### src/rtl/sha256_msg_sched.sv
// SHA-256 message schedule: loads 16 message words, then streams W[0..ROUNDS-1].
// Optional completed-block counter on blk_cnt when SHA256_SCHED_CNT_EN is defined.
module sha256_msg_sched #(
  parameter int ROUNDS = 64
) (
  input  logic        clk,
  input  logic        rst_n,
  input  logic        in_valid,
  output logic        in_ready,
  input  logic [31:0] in_word,
  output logic        w_valid,
  input  logic        w_ready,
  output logic [31:0] w_word,
  output logic [5:0]  w_round,
  output logic        w_last
`ifdef SHA256_SCHED_CNT_EN
  ,
  output logic [15:0] blk_cnt
`endif
);

  localparam int DATA_W = 32;
  localparam logic [5:0] LAST_RND = 6'(ROUNDS - 1);

  typedef enum logic {
    LOAD = 1'b0,
    RUN  = 1'b1
  } state_t;

  state_t              state;
  state_t              state_nxt;
  logic [3:0]          ld_cnt;
  logic [5:0]          rnd;
  logic [DATA_W-1:0]   sched_buf [16];
  logic [DATA_W-1:0]   w_nxt;
  logic                ld_fire;
  logic                w_fire;
  logic                blk_done;

  function automatic logic [DATA_W-1:0] rotr(input logic [DATA_W-1:0] x, input int n);
    return (x >> n) | (x << (DATA_W - n));
  endfunction

  function automatic logic [DATA_W-1:0] sig0(input logic [DATA_W-1:0] x);
    return rotr(x, 7) ^ rotr(x, 18) ^ (x >> 3);
  endfunction

  function automatic logic [DATA_W-1:0] sig1(input logic [DATA_W-1:0] x);
    return rotr(x, 17) ^ rotr(x, 19) ^ (x >> 10);
  endfunction

  // Window buf[0..15] = W[t..t+15], so W[t+16] needs only fixed taps.
  assign w_nxt = sig1(sched_buf[14]) + sched_buf[9] + sig0(sched_buf[1]) + sched_buf[0];

  always_comb begin
    state_nxt = state;
    ld_fire   = 1'b0;
    w_fire    = 1'b0;
    blk_done  = 1'b0;
    case (state)
      LOAD: begin
        ld_fire = in_valid;
        if (in_valid && (ld_cnt == 4'd15)) state_nxt = RUN;
      end
      RUN: begin
        w_fire = w_ready;
        if (w_ready && (rnd == LAST_RND)) begin
          blk_done  = 1'b1;
          state_nxt = LOAD;
        end
      end
      default: state_nxt = LOAD;
    endcase
  end

  assign in_ready = (state == LOAD);
  assign w_valid  = (state == RUN);
  assign w_word   = w_valid ? sched_buf[0] : '0;
  assign w_round  = w_valid ? rnd : 6'd0;
  assign w_last   = w_valid && (rnd == LAST_RND);

  always_ff @(posedge clk or negedge rst_n) begin
    if (!rst_n) begin
      state  <= LOAD;
      ld_cnt <= 4'd0;
      rnd    <= 6'd0;
    end else begin
      state <= state_nxt;
      if (ld_fire) begin
        ld_cnt <= ld_cnt + 4'd1;
        if (ld_cnt == 4'd15) rnd <= 6'd0;
      end
      if (w_fire) rnd <= blk_done ? 6'd0 : rnd + 6'd1;
    end
  end

  // Partial blocks are discarded on reset, so the window is cleared too.
  always_ff @(posedge clk or negedge rst_n) begin
    if (!rst_n) begin
      for (int i = 0; i < 16; i++) sched_buf[i] <= '0;
    end else if (ld_fire) begin
      sched_buf[ld_cnt] <= in_word;
    end else if (w_fire) begin
      for (int i = 0; i < 15; i++) sched_buf[i] <= sched_buf[i+1];
      sched_buf[15] <= w_nxt;
    end
  end

`ifdef SHA256_SCHED_CNT_EN
  logic [15:0] blk_cnt_q;

  always_ff @(posedge clk or negedge rst_n) begin
    if (!rst_n)        blk_cnt_q <= 16'd0;
    else if (blk_done) blk_cnt_q <= blk_cnt_q + 16'd1;
  end

  assign blk_cnt = blk_cnt_q;
`endif

endmodule

### config.mk
export PLATFORM = sky130hd
export DESIGN_NAME = sha256_msg_sched
export DESIGN_NICKNAME = d
export VERILOG_FILES = /design/src/rtl/sha256_msg_sched.sv
export SDC_FILE = /design/constraint.sdc
export NUM_CORES = 1
export LEC_CHECK = 0
export CAP_MARGIN = 25
export CORE_MARGIN = 2
export CORE_UTILIZATION = 60
export DETAILED_ROUTE_END_ITERATION = 16
export GPL_ROUTABILITY_DRIVEN = 0
export PLACE_DENSITY = 0.78
export SLEW_MARGIN = 5
export SYNTH_ARGS = -nofsm -noshare
export SYNTH_HDL_FRONTEND = slang
export SYNTH_SLANG_ARGS = --single-unit
### constraint.sdc
create_clock -name clk -period 4.9 [get_ports clk]
set_input_delay 1.47 -clock clk [delete_from_list [all_inputs] [get_ports clk]]
set_output_delay 1.47 -clock clk [all_outputs]
set_load 0.03 [all_outputs]
Word-level counts from Yosys, hierarchy flattened
Index checks and enable logic that the tools add are counted.
Storage, ports and cells
  output and inout port bits: 41
  bits of input ports: 36
  logic and storage cells: 63
  flip-flop bits (word level): 523
Cells by class
  eq/ne operators: 2
  $lt $le $gt $ge: 2
  add/sub/neg operators: 5
  multiplexer cells: 18
  reductions and logical operators: 7
  bitwise gates (word level): 10
Operators by type and width (count)
  $mux 512: 2
  $bwmux 512: 1
  $demux 32 s4: 1
  $add 32x32->32: 3
  $mux 32: 2
  $xor 32x32->32: 2
  $or 13x32->32: 1
  $or 14x32->32: 1
  $or 15x32->32: 1
  $or 25x32->32: 1
  $xor 32x22->32: 1
  $xor 32x29->32: 1
  $mux 6: 5
  $add 6x1->6 const B: 1
  $eq 6x6->1 const B: 1
  $mux 1: 6
  $ge 5x5->1 const B: 1
  $lt 5x1->1 const B: 1
  $not 4->5: 1
  $add 4x1->4 const B: 1
  $eq 4x4->1 const B: 1
  $logic_and 1x1->1: 4
  $reduce_bool 2->1: 2
  $pmux 1 s2: 1
  other kinds (2): 2

Depth between registers and ports, before layout
  word-level depth: 8
  depth in mapped cells: 16
  mapped depth without buffers: 15

Least setup slack after synthesis
Ideal clock, no wire load.
  path type: register to register
  start: reg sched_buf[50] in the netlist's numbering
  end: reg sched_buf[27] in the netlist's numbering
  arrival time: 3.831 ns
  buffers on the path: 1
  clock period less this slack: 3.973 ns
  library setup time: 0.143 ns
  setup slack: 0.927 ns
  cell stages (with the launch flop): 17
  required time: 4.757 ns
  cells stage by stage: dfrtp_1 -> clkbuf_1 -> xor2_1 -> xnor2_1 -> fa_1 -> inv_1 -> fa_1 -> ha_1 -> fa_1 -> a21o_1 -> nand4_1 -> a2111oi_0 -> nor3_1 -> o211ai_1 -> a21oi_1 -> xor2_1 -> o221ai_1
Between the ends
  word-level cells in the longest chain between the ends: 8
RTL lines
  start, declared: line 34  | logic [DATA_W-1:0] sched_buf [16];
  start signal, assigned by index: line 102  | sched_buf[ld_cnt] <= in_word;
  $or 15x32->32: line 41  | return (x >> n) | (x << (DATA_W - n));
  $xor 32x32->32: line 49  | return rotr(x, 17) ^ rotr(x, 19) ^ (x >> 10);
  $xor 32x22->32 *: line 49
  $add 32x32->32 * (3 in series): line 53  | assign w_nxt = sig1(sched_buf[14]) + sched_buf[9] + sig0(sched_buf[1]) + sched_buf[0];
  $mux 512 *: line 103  | end else if (w_fire) begin
  $mux 512 *: line 101  | end else if (ld_fire) begin
Every way passes the cells marked *; elsewhere a longest branch is shown, timed or not. The select of a mux whose other input is x is not followed.
A chain may end at the register's enable or synchronous reset.

Worst setup path after layout
  start: reg sched_buf[43] in the netlist's numbering
  end: reg sched_buf[27] in the netlist's numbering
Between the ends
  word-level cells in the longest chain between the ends: 8
  elaborated cells on any way between the ends: 9
  those cells by class: add/sub (3); mux (2); bitwise (4)
RTL lines (line)
  $or 13x32->32 or $or 15x32->32 (tied branches): 41
  $xor 32x32->32: 49
  $xor 32x22->32 *: 49
  $add 32x32->32 * (3 in series): 53
  $mux 512 *: 103
  $mux 512 *: 101
Marks and branches as above.

==> results.sh <==
export IMPL_cp_cell_sequence="xor2_1, xnor2_1, fa_1, inv_1, fa_1, ha_1, fa_1, a21o_1, nand4_1, a2111oi_0, nor3_1, buf_4, o211ai_1, a21oi_1, xor2_1, o221ai_1"
export IMPL_drv_slew=0
export IMPL_critPathSlowestCell="fa_1"
export IMPL_syn_avg_cell_area_um2=8.11
export IMPL_setup_tns_ns=0
export IMPL_post_cts_resize_count=0
export IMPL_antenna_found_initial=1
export IMPL_drive_above_1_share_pct=5.38
export IMPL_final_area_um2=30900
export IMPL_dpl_cell_area_um2=29200
export IMPL_cp_common_cell="fa_1"
export IMPL_ys_ff_latch=523
export IMPL_drt_wl_total_um=91300
export IMPL_cts_buffers=55
export IMPL_max_freq_mhz=227
export IMPL_ant_nets=0
export IMPL_critical_path_class="register to register"
export IMPL_hp_class="register to register"
export IMPL_fin_crit_sh_pct=89.8
export IMPL_wl_per_cell_um=22.8
export IMPL_nets=3496
export IMPL_cts_buffer_depth=3
export IMPL_cp_slowest_stage_delay_ns=0.52
export IMPL_final_cells=4008
export IMPL_cts_sinks=523
export IMPL_vias=25625
export IMPL_htree_num_levels=2
export IMPL_diodes=0
export IMPL_dr_pass1_iters=8
export IMPL_syn_nets=3590
export IMPL_cts_tree="done"
export IMPL_clock_latency_ns=0.64
export IMPL_fp_coreArea_um2=46400
export IMPL_gr_usage_all_layers_pct=38.4
export IMPL_ys_seq_area_share_pct=46.7
export IMPL_drc=0
export IMPL_arrival_ns=4.89
export IMPL_start_util_pct=60.4
export IMPL_portBuffers=76
export IMPL_min_period_ns=4.40
export IMPL_num_io_pins=77
export IMPL_synth_edff_count=0
export IMPL_outcome="finished clean"
export IMPL_worstMarginPinSlew_ns=1.11
export IMPL_hold_buffers=0
export IMPL_relSlewSlack_pct=25.6
export IMPL_synthArstFlopShare_pct=100
export IMPL_die_w_um=220
export IMPL_post_cts_buffers=0
export IMPL_dp_cells=3911
export IMPL_critical_path_required_ns=5.39
export IMPL_root_buffer="clkbuf_16"
export IMPL_synthFlopType="dfrtp_1"
export IMPL_grt_pass1_vias=24727
export IMPL_hpwl_um=61200
export IMPL_dieArea_um2=48500
export IMPL_critPathBufInv=2
export IMPL_cp_max_fo=5
export IMPL_grt_max_degree=100
export IMPL_cap_violations=0
export IMPL_area_delta_synth_final_pct=10.4
export IMPL_overflow=0
export IMPL_clk_pin_slew_ns=0.06
export IMPL_synthCells=3456
export IMPL_rows=79
export IMPL_fin_skew_ns=0.0210
export IMPL_vias_per_cell=6.39
export IMPL_report_final_hold_viol_count=0
export IMPL_grt_pass1_wl_um=143000
export IMPL_synth_cell_types=58
export IMPL_path_delay_family="adder cells"
export IMPL_final_setup_viol_count=0
export IMPL_synth_area_um2=28000
export IMPL_fp_dieH_um=220
export IMPL_rsz0062_at_grt="no"
export IMPL_yosys_warnings=0
export IMPL_initialDrtViolationCount=4289
export IMPL_crit_path_start_kind="register"
export IMPL_endpoint_kind="register"
==> area by class of cell <==
type                    count  area [µm²]
clock buffers              78        1580
clock inverters            18         120
fillers                  3641       15400
inverters                 129         484
multi-input cells        2499       13300
flip-flops and latches    523       13100
well taps                 607         759
repair buffers            154        1590
==> state kept, by name, indices dropped and copies added, names as in the netlist <==
signal	count
w_valid	1
rnd	6
ld_cnt	4
sched_buf	512
==> tightest hold or removal path, delay by kind of cell (launching register included) <==
family / cells / cell delay (ns)
AND/OR/NAND/NOR: 2 / 0.11
flip-flops: 1 / 0.34
==> path summary, 6_finish.rpt <==
path	startpoint	slack, ns	to	cells past startpoint
max reg2reg	sched_buf[43]	0.50	sched_buf[27]	16
max in group asynchronous	rst_n	2.94	sched_buf[134]	3
min	sched_buf[0]	0.49	sched_buf[0]	2
max	sched_buf[43]	0.50	sched_buf[27]	16
min reg2reg	sched_buf[0]	0.49	sched_buf[0]	2
min in group asynchronous	rst_n	0.85	sched_buf[154]	1
==> through the flow <==
stage	hold WS, ns	setup WS (ns)	util [%]
detailed placement	0.469	0.603	63.0
global placement	0.461	0.738	62.9
finish	0.490	0.498	66.7
floorplan	0.446	0.927	-
global route	0.510	0.374	66.7
CTS	0.485	0.579	66.7
==> logic make-up after synthesis <==
logic type      count (synthesis)  share of synthesized area, %
simple gates                 1136                          15.8
fa+ha+maj                      98                          6.04
flops                         523                          46.7
xor+xnor                      147                          4.59
buf+inv                       434                          5.86
compound gates               1118                          21.0
==> placed cells by master (no fill, tap or decap), types with 56 or more instances in the layout <==
master,netlist,final
a21oi_1,510,510
buf_4,0,60
clkbuf_16,0,56
clkdlybuf4s50_1,0,75
dfrtp_1,523,523
fa_1,62,62
inv_1,129,129
nand2_1,539,537
nor2_1,530,528
o21ai_0,526,526
xnor2_1,93,93
==> cells in the mapped netlist (5+ instances only) <==
master | count | area share [%]
nor2_1 | 530 | 7.1
dfrtp_1 | 523 | 47
a21oi_1 | 510 | 9.1
clkbuf_1 | 265 | 3.5
o21ai_0 | 526 | 9.4
xor2_1 | 54 | 1.7
buf_1 | 35 | 0.47
o21bai_1 | 6 | 0.16
a21o_1 | 10 | 0.27
a22oi_1 | 27 | 0.72
inv_1 | 129 | 1.7
and2_1 | 12 | 0.27
nand2_1 | 539 | 7.2
ha_1 | 36 | 1.6
o21ai_1 | 5 | 0.089
fa_1 | 62 | 4.4
nand3_1 | 20 | 0.36
nand4_1 | 13 | 0.29
xnor2_1 | 93 | 2.9
==> per-layer routing <==
layer	share of wire (%)	up-vias	global-route usage (%)	routed length (µm)
li1	-	11135	-	-
met1	38	12444	52.9	34500
met2	43	1755	55.6	39600
met3	14	291	13.1	13000
met4	4.6	0	16.5	4180
met5	0	-	0	0
Power is not shown: default switching activity piles up to over one toggle a cycle in this logic, so the estimate is an artifact.
